<file path="src/rtl/debug_pkg.sv">
// debug_pkg
// Shared definitions for the debug-entry logic: the controller state
// encoding, the dcsr.cause codes and the breakpoint exception cause.
// halt_cause() resolves simultaneous halt sources to a single cause.
package debug_pkg;

  typedef enum logic [1:0] {
    ST_RUN    = 2'd0,
    ST_FLUSH  = 2'd1,
    ST_HALTED = 2'd2,
    ST_RESUME = 2'd3
  } dbg_state_e;

  localparam logic [2:0] DCSR_CAUSE_EBREAK       = 3'd1;
  localparam logic [2:0] DCSR_CAUSE_TRIGGER      = 3'd2;
  localparam logic [2:0] DCSR_CAUSE_HALTREQ      = 3'd3;
  localparam logic [2:0] DCSR_CAUSE_STEP         = 3'd4;
  localparam logic [2:0] DCSR_CAUSE_RESETHALTREQ = 3'd5;

  localparam logic [3:0] EXC_CAUSE_BREAKPOINT = 4'd3;

  // Only meaningful when some halt source is active; with none of the
  // first three set, the remaining source must be a completed step.
  function automatic logic [2:0] halt_cause(input logic trigger,
                                            input logic ebreak,
                                            input logic haltreq);
    if (trigger)      return DCSR_CAUSE_TRIGGER;
    else if (ebreak)  return DCSR_CAUSE_EBREAK;
    else if (haltreq) return DCSR_CAUSE_HALTREQ;
    else              return DCSR_CAUSE_STEP;
  endfunction

endpackage

</file>
<file path="src/rtl/debug_entry_ctrl.sv">
// debug_entry_ctrl
// Decides when the hart enters and leaves Debug Mode. A halt source in RUN
// (trigger, ebreak, DM haltreq, completed single step) latches cause and PC,
// flushes the pipeline until it drains or FLUSH_TIMEOUT expires, then writes
// dpc/dcsr.cause and reports halted. Resume (dret or DM resumereq) goes
// through a one-cycle RESUME state that acknowledges and arms single step.
// Trigger "raise exception" requests become a one-cycle breakpoint exception.
// Ports:
//   clk, reset_n (async, active-low)
//   inputs : trigger_fire_i, trigger_exception_req_i, ebreak_i, haltreq_i,
//            resumereq_i, dret_i, step_i, instruction_retired_i, pc_i[31:0],
//            pipe_idle_i
//   outputs: flush_req_o, debug_mode_o, halted_o, resumeack_o, dpc_we_o,
//            dpc_o[31:0], dcsr_cause_we_o, dcsr_cause_o[2:0], exc_req_o,
//            exc_cause_o[3:0], exc_tval_o[31:0]
module debug_entry_ctrl
  import debug_pkg::*;
#(
  parameter int unsigned FLUSH_TIMEOUT = 255
) (
  input  logic        clk,
  input  logic        reset_n,
  input  logic        trigger_fire_i,
  input  logic        trigger_exception_req_i,
  input  logic        ebreak_i,
  input  logic        haltreq_i,
  input  logic        resumereq_i,
  input  logic        dret_i,
  input  logic        step_i,
  input  logic        instruction_retired_i,
  input  logic [31:0] pc_i,
  input  logic        pipe_idle_i,
  output logic        flush_req_o,
  output logic        debug_mode_o,
  output logic        halted_o,
  output logic        resumeack_o,
  output logic        dpc_we_o,
  output logic [31:0] dpc_o,
  output logic        dcsr_cause_we_o,
  output logic [2:0]  dcsr_cause_o,
  output logic        exc_req_o,
  output logic [3:0]  exc_cause_o,
  output logic [31:0] exc_tval_o
);

  localparam int CNT_MIN_W = $clog2(FLUSH_TIMEOUT + 1);
  localparam int CNT_W     = (CNT_MIN_W > 8) ? CNT_MIN_W : 8;
  localparam logic [CNT_W-1:0] TIMEOUT_CNT = CNT_W'(FLUSH_TIMEOUT);

  dbg_state_e        state_q, state_d;
  logic [CNT_W-1:0]  cnt_q, cnt_d;
  logic [2:0]        cause_q, cause_d;
  logic [31:0]       dpc_q, dpc_d;
  logic              step_pending_q, step_pending_d;
  logic              csr_we_q, csr_we_d;
  logic              exc_req_q, exc_req_d;
  logic [31:0]       exc_tval_q, exc_tval_d;
  logic              step_done;
  logic              halt_ev;

  always_comb begin
    state_d        = state_q;
    cnt_d          = cnt_q;
    cause_d        = cause_q;
    dpc_d          = dpc_q;
    step_pending_d = step_pending_q;
    exc_tval_d     = exc_tval_q;
    csr_we_d       = 1'b0;
    exc_req_d      = 1'b0;
    step_done      = 1'b0;
    halt_ev        = 1'b0;

    unique case (state_q)
      ST_RUN: begin
        step_done = step_pending_q & instruction_retired_i;
        halt_ev   = trigger_fire_i | ebreak_i | haltreq_i | step_done;
        // The step is consumed by the retire even if another source wins.
        if (step_done) step_pending_d = 1'b0;
        if (halt_ev) begin
          cause_d = halt_cause(trigger_fire_i, ebreak_i, haltreq_i);
          dpc_d   = pc_i;
          cnt_d   = '0;
          state_d = ST_FLUSH;
        end else if (trigger_exception_req_i) begin
          exc_req_d  = 1'b1;
          exc_tval_d = pc_i;
        end
      end
      ST_FLUSH: begin
        // Count saturates at the timeout; reaching it forces entry.
        if (pipe_idle_i || (cnt_q == TIMEOUT_CNT)) begin
          state_d  = ST_HALTED;
          csr_we_d = 1'b1;
        end else begin
          cnt_d = cnt_q + CNT_W'(1);
        end
      end
      ST_HALTED: begin
        // A resume request is not honoured while the DM still asks to halt.
        if (dret_i || (resumereq_i && !haltreq_i)) state_d = ST_RESUME;
      end
      ST_RESUME: begin
        step_pending_d = step_i;
        state_d        = ST_RUN;
      end
      default: state_d = ST_RUN;
    endcase
  end

  always_ff @(posedge clk or negedge reset_n) begin
    if (!reset_n) begin
      state_q        <= ST_RUN;
      cnt_q          <= '0;
      cause_q        <= '0;
      dpc_q          <= '0;
      step_pending_q <= 1'b0;
      csr_we_q       <= 1'b0;
      exc_req_q      <= 1'b0;
      exc_tval_q     <= '0;
    end else begin
      state_q        <= state_d;
      cnt_q          <= cnt_d;
      cause_q        <= cause_d;
      dpc_q          <= dpc_d;
      step_pending_q <= step_pending_d;
      csr_we_q       <= csr_we_d;
      exc_req_q      <= exc_req_d;
      exc_tval_q     <= exc_tval_d;
    end
  end

  assign flush_req_o     = (state_q == ST_FLUSH) || (state_q == ST_HALTED);
  assign debug_mode_o    = (state_q == ST_HALTED);
  assign halted_o        = (state_q == ST_HALTED);
  assign resumeack_o     = (state_q == ST_RESUME);
  assign dpc_we_o        = csr_we_q;
  assign dpc_o           = dpc_q;
  assign dcsr_cause_we_o = csr_we_q;
  assign dcsr_cause_o    = cause_q;
  assign exc_req_o       = exc_req_q;
  assign exc_cause_o     = EXC_CAUSE_BREAKPOINT;
  assign exc_tval_o      = exc_tval_q;

endmodule

</file>
<file path="config.mk">
export PLATFORM = sky130hd
export DESIGN_NAME = debug_entry_ctrl
export DESIGN_NICKNAME = d
export VERILOG_FILES = /design/src/rtl/debug_pkg.sv /design/src/rtl/debug_entry_ctrl.sv
export SDC_FILE = /design/constraint.sdc
export NUM_CORES = 1
export LEC_CHECK = 0
export CORE_MARGIN = 5
export CORE_UTILIZATION = 49
export DETAILED_ROUTE_END_ITERATION = 7
export GPL_ROUTABILITY_DRIVEN = 0
export PLACE_DENSITY = 0.85
export SLEW_MARGIN = 20
export SYNTH_ARGS = -nofsm -noshare
export SYNTH_HDL_FRONTEND = slang
export SYNTH_SLANG_ARGS = --single-unit
</file>
<file path="constraint.sdc">
create_clock -name clk -period 4.41 [get_ports clk]
set_input_delay 0.882 -clock clk [delete_from_list [all_inputs] [get_ports clk]]
set_output_delay 0.882 -clock clk [all_outputs]
set_load 0.02 [all_outputs]
</file>
After elaboration in Yosys (flattened, before gate mapping)
Index checks and enable logic that the tools add are counted.
{"block": "totals", "register_bits": 80, "word_cells": 53}
{"block": "classes", "mux": 17, "bitwise": 5, "n_eq_ne": 9, "add_sub_neg": 1, "n_reduce_logical": 13}
{"op": "$mux 8", "count": 2}
{"op": "$pmux 8 s2", "count": 1}
{"op": "$mux 3", "count": 3}
{"op": "$reduce_and 3->1", "count": 3}
{"op": "$add 8x1->8 const B", "count": 1}
{"op": "$eq 8x8->1 const B", "count": 1}
{"op": "$ne 2x2->1 const B", "count": 4}
{"op": "$pmux 2 s4", "count": 1}
{"op": "$mux 1", "count": 6}
{"op": "$mux 2", "count": 3}
{"op": "$eq 2x2->1 const B", "count": 2}
{"op": "$reduce_and 2->1", "count": 2}
{"op": "$reduce_bool 2->1", "count": 2}
{"op": "$logic_or 1x1->1", "count": 3}
{"op": "$or 1x1->1", "count": 3}
{"op": "$eq 2x1->1 const B", "count": 1}
{"op": "$logic_not 2->1", "count": 1}
{"op": "$ne 2x1->1 const B", "count": 1}
{"op": "$pmux 1 s2", "count": 1}
{"op": "$and 1x1->1", "count": 1}
{"op": "$logic_and 1x1->1", "count": 1}
{"op": "$logic_not 1->1", "count": 1}
{"op": "$not 1->1", "count": 1}

Logic depth before layout (Yosys ltp)
Gate-level depths: netlist of the first run.
{"block": "depth", "ltp_word": 5, "depth_mapped": 8}

Least setup slack after synthesis of the first run
OpenSTA, ideal clock, no wires.
{"block": "synth_path", "path_type": "input port to flip-flop", "from": "input port trigger_fire_i", "to": "register exc_tval_q[0], in the netlist exc_tval_o[0]", "required_time_ps": 4285, "setup_slack_ps": 2212, "arrival_ps": 2073, "setup_time_ps": 125, "path_stages": 6, "cell_sequence": "a2111oi_2 > and2_1 > buf_6 > nand2_8 > buf_12 > mux2_4"}
{"block": "synth_via", "elab_chain_cells": 5}
{"element": "start, declared", "line_no": "debug_entry_ctrl.sv:23", "text": "input logic trigger_fire_i,"}
{"element": "$or 1x1->1 (3 in series)", "line_no": "debug_entry_ctrl.sv:76", "text": "halt_ev = trigger_fire_i | ebreak_i | haltreq_i | step_done;"}
{"element": "$not 1->1 (no source line)"}
{"element": "$reduce_and 3->1 (no source line)"}
{"element": "end signal, assigned", "line_no": "debug_entry_ctrl.sv:128", "text": "exc_tval_q <= exc_tval_d;"}
{"element": "end, declared", "line_no": "debug_entry_ctrl.sv:57", "text": "logic [31:0] exc_tval_q, exc_tval_d;"}
No other way between the ends.
A chain may end at the register's enable or synchronous reset.

Worst setup path in the final report of the first run
{"block": "layout_path", "from": "input port trigger_fire_i", "to": "register cnt_q[3]"}
{"block": "layout_via", "elab_chain_cells": 5}
{"element": "$or 1x1->1 (3 in series)", "line_no": "debug_entry_ctrl.sv:76"}
{"element": "$ne 2x2->1 (no source line)"}
{"element": "$reduce_and 3->1 (no source line)"}
{"element": "end signal, assigned", "line_no": "debug_entry_ctrl.sv:122", "text": "cnt_q <= cnt_d;"}
{"element": "end, declared", "line_no": "debug_entry_ctrl.sv:51", "text": "logic [CNT_W-1:0] cnt_q, cnt_d;"}
No other way between the ends.

==> out/qor.yml, run 1 <==
die_area_sq_um: 9037
startpoint_type: "input pin"
drc: 0
postCtsHoldBufs: 0
cts-root-buf: "clkbuf_8"
cts_tree: "done"
post-route-period-util_pct: 65.43
fin_nets: 411
synth_top_cell_by_area: "dfrtp_1"
pre_cts_slack_ns: 1.170
p_comb_share_pct: 51.2
fin_util_pct: 68.30
grtUsageMet2_pct: 29.74
initial_core_util_pct: 49.68
ir_worst_vdd_mv: 0.3677
synth-edff-count: 0
viasPerCell: 5.052
antenna-diode-count: 0
tightest_slew_ns: 0.7299
p_per_area_nw_per_um2: 729.4
critical_path.max_fanout: 31
met3_usage_pct: 4.893
clock_sinks: 80
switching_power_w: 0.001284
dp_hpwl_mm: 5.615
maxCapViolCount: 0
finalCriticalPeriod_ns: 2.885
wl_mm: 7.598
grt_util_met1_pct: 22.33
yosysSeqAreaShare_pct: 56.46
status: "finished clean"
synth_common_cells: "80 x dfrtp_1, 36 x mux2_2, 29 x mux2_4"
insertion_delay_ns: 0.34
async_reset_ff_share_pct: 100.0
pwr-share-clk_pct: 13.6
antenna_found_initial: 0
vias: 2354
busiest_layer: "met2"
h-tree-depth: 3
synth_top_area_share_pct: 56.46
hold_class: "flip-flop to flip-flop"
synth.area.top_cells: "dfrtp_1 56%, mux2_4 12%, mux2_2 11%"
port_buffers: 116
clk_pin_slew_ns: 0.07
wl_per_cell_um: 16.30
pwr-share-seq_pct: 35.2
synth_flop_cell: "dfrtp_1"
switching_share_pct: 36.11
synthMostInstantiatedCell: "dfrtp_1"
fin_cells: 466
hold_viol: 0
gr-total-overflow: 0
fin_skew_ns: 0.01530
core_area_sq_um: 7137
drive_gt1_share_pct: 23.43
final_max_slew_viol_count: 0
post_cts_resize_count: 0
slew_headroom_pct: 51.34
fp.dieH_um: 95.07
synth_cells: 248
fin_tns_setup_ns: 0
dieWidth_um: 95.07
p_leak_nw: 2.162
worstHoldStart: "dcsr_cause_o[1]$_DFFE_PN0P_"
grt_pass1_vias: 2521
r2r-start: "step_pending_q$_DFFE_PN0P_"
drt_iter0_markers: 56
antenna_left: 0
synth_cell_type_count: 42
netlist_area_sq_um: 3546
grt_pass1_wl_mm: 12.48
cp-end-kind: "flip-flop"
fp-row-count: 31
cp.required_ns: 4.65
dr.pass1.iters: 4
cts_buffers: 9
cp-startpoint: "trigger_fire_i"
setup_viol: 0
cts_buffer_depth: 2
rsz0062_at_grt: "false"
p_int_w: 0.002272
track_usage_pct: 17.91
timing.final.ws_setup_ns: 1.525
yosysWarnings: 0
syn_avg_cell_area_sq_um: 14.30
synthToLayoutAreaGrowth_pct: 37.47
grt_max_degree: 81
cts_setup_buffers: 0
path_class: "input pin to flip-flop"
place_inst: 450
clock.fmax_mhz: 346.6
ioPinCount: 121
ys_seq_elements: 80
critical_path_arrival_ns: 3.13
## critical path, cell delays in order
cell	delay (ns)
clkdlybuf4s50_1	0.46
a2111oi_2	0.42
nand2b_2	0.67
o21ai_0	0.39
a31oi_1	0.30
## cell families (layout without fill, tap and decap cells)
family | Yosys count | count (layout) | share of synthesized area [%]
compound gates | 32 | 32 | 6.034
fa+ha+maj | 6 | 6 | 2.117
buf+inv | 25 | 142 | 5.222
flops | 80 | 80 | 56.46
mux | 66 | 66 | 23.99
other cells | 2 | 4 | 0.2118
simple gates | 37 | 37 | 5.964
## cells in the final DEF (no fill, tap or decap), drive strengths merged, types with 2 or more instances in the layout
cell             n
a31oi            5
inv              9
o21ai            9
conb             4
nor3             2
clkbuf          14
nor2             6
ha               6
clkdlybuf4s50  115
nor2b            2
nand4            3
buf              2
nand2b           3
nand2            8
mux2            65
a21oi            6
o31ai            2
dfrtp           80
nand3            4
or3              2
o211ai           2
clkinv           2
## state kept, by name, indices dropped and copies added, names as in the netlist
signal	count
cnt_q	8
step_pending_q	1
dcsr_cause_we_o	1
state_q	2
dpc_o	32
dcsr_cause_o	3
exc_req_o	1
exc_tval_o	32
## power groups by stage
stage / logic [W] / registers, W / clock network (W)
finish: 0.00182 / 0.00125 / 0.000483
global route: 0.00193 / 0.00129 / 0.000533
CTS: 0.00185 / 0.00125 / 0.000496
detailed placement: 0.00184 / 0.00126 / 0
global placement: 0.00180 / 0.00125 / 0
floorplan: 0.000686 / 0.00160 / 0
## cell type report
type / count / area [sq um]
clock buffers: 14 / 162.7
inverters: 9 / 33.78
well taps: 99 / 123.9
flip-flops and latches: 80 / 2002
clock inverters: 2 / 13.76
repair buffers: 117 / 1170
fillers: 526 / 2262
multi-input cells: 145 / 1369
## routing by layer
| layer | vias up | wire, um |
|---|---|---|
| met2 | 90 | 3767 |
| met5 | - | 0 |
| met1 | 1156 | 3210 |
| met3 | 9 | 536 |
| met4 | 0 | 85 |
| li1 | 1099 | - |
## path summary, 6_finish.rpt
| kind | end | slack, ns | cells after the start |
|---|---|---|---|
| min reg2reg | dcsr_cause_o[1]$_DFFE_PN0P_ | 0.48 | 2 |
| max in group asynchronous | cnt_q[1]$_DFFE_PN0P_ | 3.36 | 1 |
| max | cnt_q[3]$_DFFE_PN0P_ | 1.52 | 5 |
| max reg2reg | cnt_q[3]$_DFFE_PN0P_ | 2.09 | 4 |
| min | dcsr_cause_o[1]$_DFFE_PN0P_ | 0.48 | 2 |
| min in group asynchronous | dpc_o[19]$_DFFE_PN0P_ | 0.56 | 1 |
## through the flow
stage	hold slack [ns]	total power, W	cell area, sq um
floorplan	0.4891	0.002285	3553
global placement	0.4626	0.003047	4695
detailed placement	0.4726	0.003106	4695
CTS	0.4867	0.003598	4871
global route	0.5183	0.003761	4875
finish	0.4831	0.003556	4875
No activity file was read; power rests on OpenSTA's default activity.
==> inputs of run 2 (changes only) <==
--- a/config.mk
+++ b/config.mk
@@ -6,10 +6,10 @@
 export NUM_CORES = 1
 export LEC_CHECK = 0
 export CORE_MARGIN = 5
-export CORE_UTILIZATION = 49
+export CORE_UTILIZATION = 45
 export DETAILED_ROUTE_END_ITERATION = 7
 export GPL_ROUTABILITY_DRIVEN = 0
-export PLACE_DENSITY = 0.85
+export PLACE_DENSITY = 0.79
 export SLEW_MARGIN = 20
 export SYNTH_ARGS = -nofsm -noshare
 export SYNTH_HDL_FRONTEND = slang
==> constraint.sdc (replaced) <==
create_clock -name clk -period 3 [get_ports clk]
set_input_delay 0.6 -clock clk [delete_from_list [all_inputs] [get_ports clk]]
set_output_delay 0.6 -clock clk [all_outputs]
set_load 0.02 [all_outputs]
==> run 2 against run 1 <==
Cell count grew 1.1%. Register-to-register slack worse by 1.4 ns. First-iteration DRC count is 61% higher. Clock-buffer cell count shrank 3. Setup slack worse by 0.87 ns. Sequential power is 49% higher. Die area is 7.9% higher. Sequential share of layout area fell by 0.26 points. Via count increased by 0.72%. Critical path depth increased by 1. Hold slack got worse by 0.21 ns. Critical endpoint unchanged.
==> out/qor.yml, run 2 (synthesis results as in run 1) <==
final_area_sq_um: 4906  # +0.64%
hold_class: "input pin to asynchronous set/reset pin"
postCtsHoldBufs: 0  # unchanged
drt_iter0_markers: 90  # +61%
rsz0062_at_grt: "false"
dr.pass1.iters: 4  # unchanged
die_area_sq_um: 9756  # +7.9%
p_per_area_nw_per_um2: 1079  # +48%
grt_pass1_wl_mm: 12.82  # +2.7%
worst_path_largest_cell_delay_ns: 0.57  # -0.10 ns
maxCapViolCount: 0  # unchanged
dieWidth_um: 98.77  # +3.9%
clk_pin_slew_ns: 0.08  # about the same
fin_util_pct: 63.82  # -4.5 points
port_buffers: 116  # unchanged
final_common_cell: "clkdlybuf4s50_1"
ioPinCount: 121  # unchanged
cp.required_ns: 3.20  # -1.45 ns
fin_total_pwr_w: 0.005296  # +49%
grt_max_degree: 81  # unchanged
cp-end-kind: "flip-flop"
cts_buffer_depth: 2  # unchanged
drc: 0  # unchanged
dp_hpwl_mm: 5.745  # +2.3%
critical_path_arrival_ns: 2.55  # -0.58 ns
gr-total-overflow: 0  # unchanged
setup_viol: 0  # unchanged
cp_cell_sequence: "inv_1, ha_1, nor2b_1, o21ai_0, o21ai_0, a31oi_1"
cts_setup_buffers: 0  # unchanged
critical_path.max_fanout: 15  # -52%
antenna_found_initial: 0  # unchanged
cts_tree: "done"
clock_sinks: 80  # unchanged
clock.fmax_mhz: 425.7
path_class: "flip-flop to flip-flop"
core_area_sq_um: 7687  # +7.7%
ir_worst_vdd_mv: 0.6848  # +86%
crit_slowest_cell: "o21ai_0"
fin_nets: 413  # +0.49%
tightest_slew_ns: 0.7109  # -0.01903 ns
fp.dieH_um: 98.77  # +3.9%
insertion_delay_ns: 0.34  # about the same
initial_core_util_pct: 46.13  # -3.6 points
antenna_left: 0  # unchanged
slew_headroom_pct: 52.61  # +1.3 points
wl_mm: 7.790  # +2.5%
fillers: 616  # +17%
synthToLayoutAreaGrowth_pct: 38.36
track_usage_pct: 16.45  # -1.5 points
drive_gt1_share_pct: 24.12  # +0.69 points
final_max_slew_viol_count: 0  # unchanged
viasPerCell: 5.034  # -0.35%
h-tree-depth: 3  # unchanged
fin_tns_setup_ns: 0  # unchanged
vias: 2371  # +0.72%
mostFrequentLayoutCells: "115 x clkdlybuf4s50_1, 80 x dfrtp_1, 36 x mux2_2"
post-route-period-util_pct: 78.30
wl_per_cell_um: 16.54  # +1.4%
p_leak_nw: 2.179  # +0.76%
hold_viol: 0  # unchanged
cts_buffers: 9  # unchanged
antenna-diode-count: 0  # unchanged
fin_skew_ns: 0.01380  # -0.001502 ns
finalCriticalPeriod_ns: 2.349
cts-root-buf: "clkbuf_8"
startpoint_type: "flip-flop"
place_area_sq_um: 4713  # +0.40%
grt_pass1_vias: 2533  # +0.48%
crit_top_cell: "o21ai_0"
post_cts_resize_count: 0  # unchanged
status: "finished clean"
fp-row-count: 32  # +3.2%
## run 2: cell types whose count changed in the layout (fill, tap and decap cells not counted)
cell and change:
buf_4 +2, clkbuf_8 -2, bufinv_16 +1, clkbuf_1 -1, clkinv_2 +1, clkinv_4 +1
## run 2: final timing paths
check | startpoint | to | slack, ns | cells after the start
min | reset_n | dcsr_cause_o[0]$_DFFE_PN0P_ | 0.27 | 1
max | state_q[1]$_DFFE_PN0P_ | cnt_q[3]$_DFFE_PN0P_ | 0.65 | 6
min reg2reg | dcsr_cause_o[0]$_DFFE_PN0P_ | dcsr_cause_o[0]$_DFFE_PN0P_ | 0.50 | 2
min in group clk | dcsr_cause_o[0]$_DFFE_PN0P_ | dcsr_cause_o[0]$_DFFE_PN0P_ | 0.50 | 2
max reg2reg | state_q[1]$_DFFE_PN0P_ | cnt_q[3]$_DFFE_PN0P_ | 0.65 | 6
max in group asynchronous | reset_n | exc_tval_o[31]$_DFFE_PN0P_ | 2.21 | 1
## run 2: final cells by class
class | count | area, sq um | share of cell area (%)
clock buffers | 11 | 131.4 | 2.678
clock inverters | 5 | 57.56 | 1.173
inverters | 9 | 33.78 | 0.6886
multi-input cells | 145 | 1369 | 27.90
flip-flops and latches | 80 | 2002 | 40.81
well taps | 102 | 127.6 | 2.601
repair buffers | 119 | 1185 | 24.15
## run 2: layer usage
layer	vias to the layer above	part of all wire [%]	track usage, %
met5	-	0	0
met4	0	0.65	5.462
met3	6	6.3	4.812
met2	84	51	27.01
met1	1174	43	20.86
li1	1107	-	-
## run 2: worst max-delay path, delay by kind of cell (launching register included)
kind / cells / cell delay, ns
flops: 1 / 0.42
buf+inv: 1 / 0.12
simple gates: 1 / 0.23
fa+ha+maj: 1 / 0.45
compound gates: 3 / 1.00
## run 2: power breakdown
group	switching, W	internal, W	total [W]
sequential	0.000299	0.00156	0.00186
combinational	0.00124	0.00144	0.00268
clock	0.000374	0.000386	0.000760
## run 2: per-stage QoR
step	hold slack, ns	cells	setup slack (ns)
after floorplan	0.3044	250	1.084
after global placement	0.4756	455	0.4664
after detailed placement	0.4746	455	0.4306
after CTS	0.4453	471	0.6157
after global routing	0.3371	471	0.4544
final	0.2731	471	0.6509
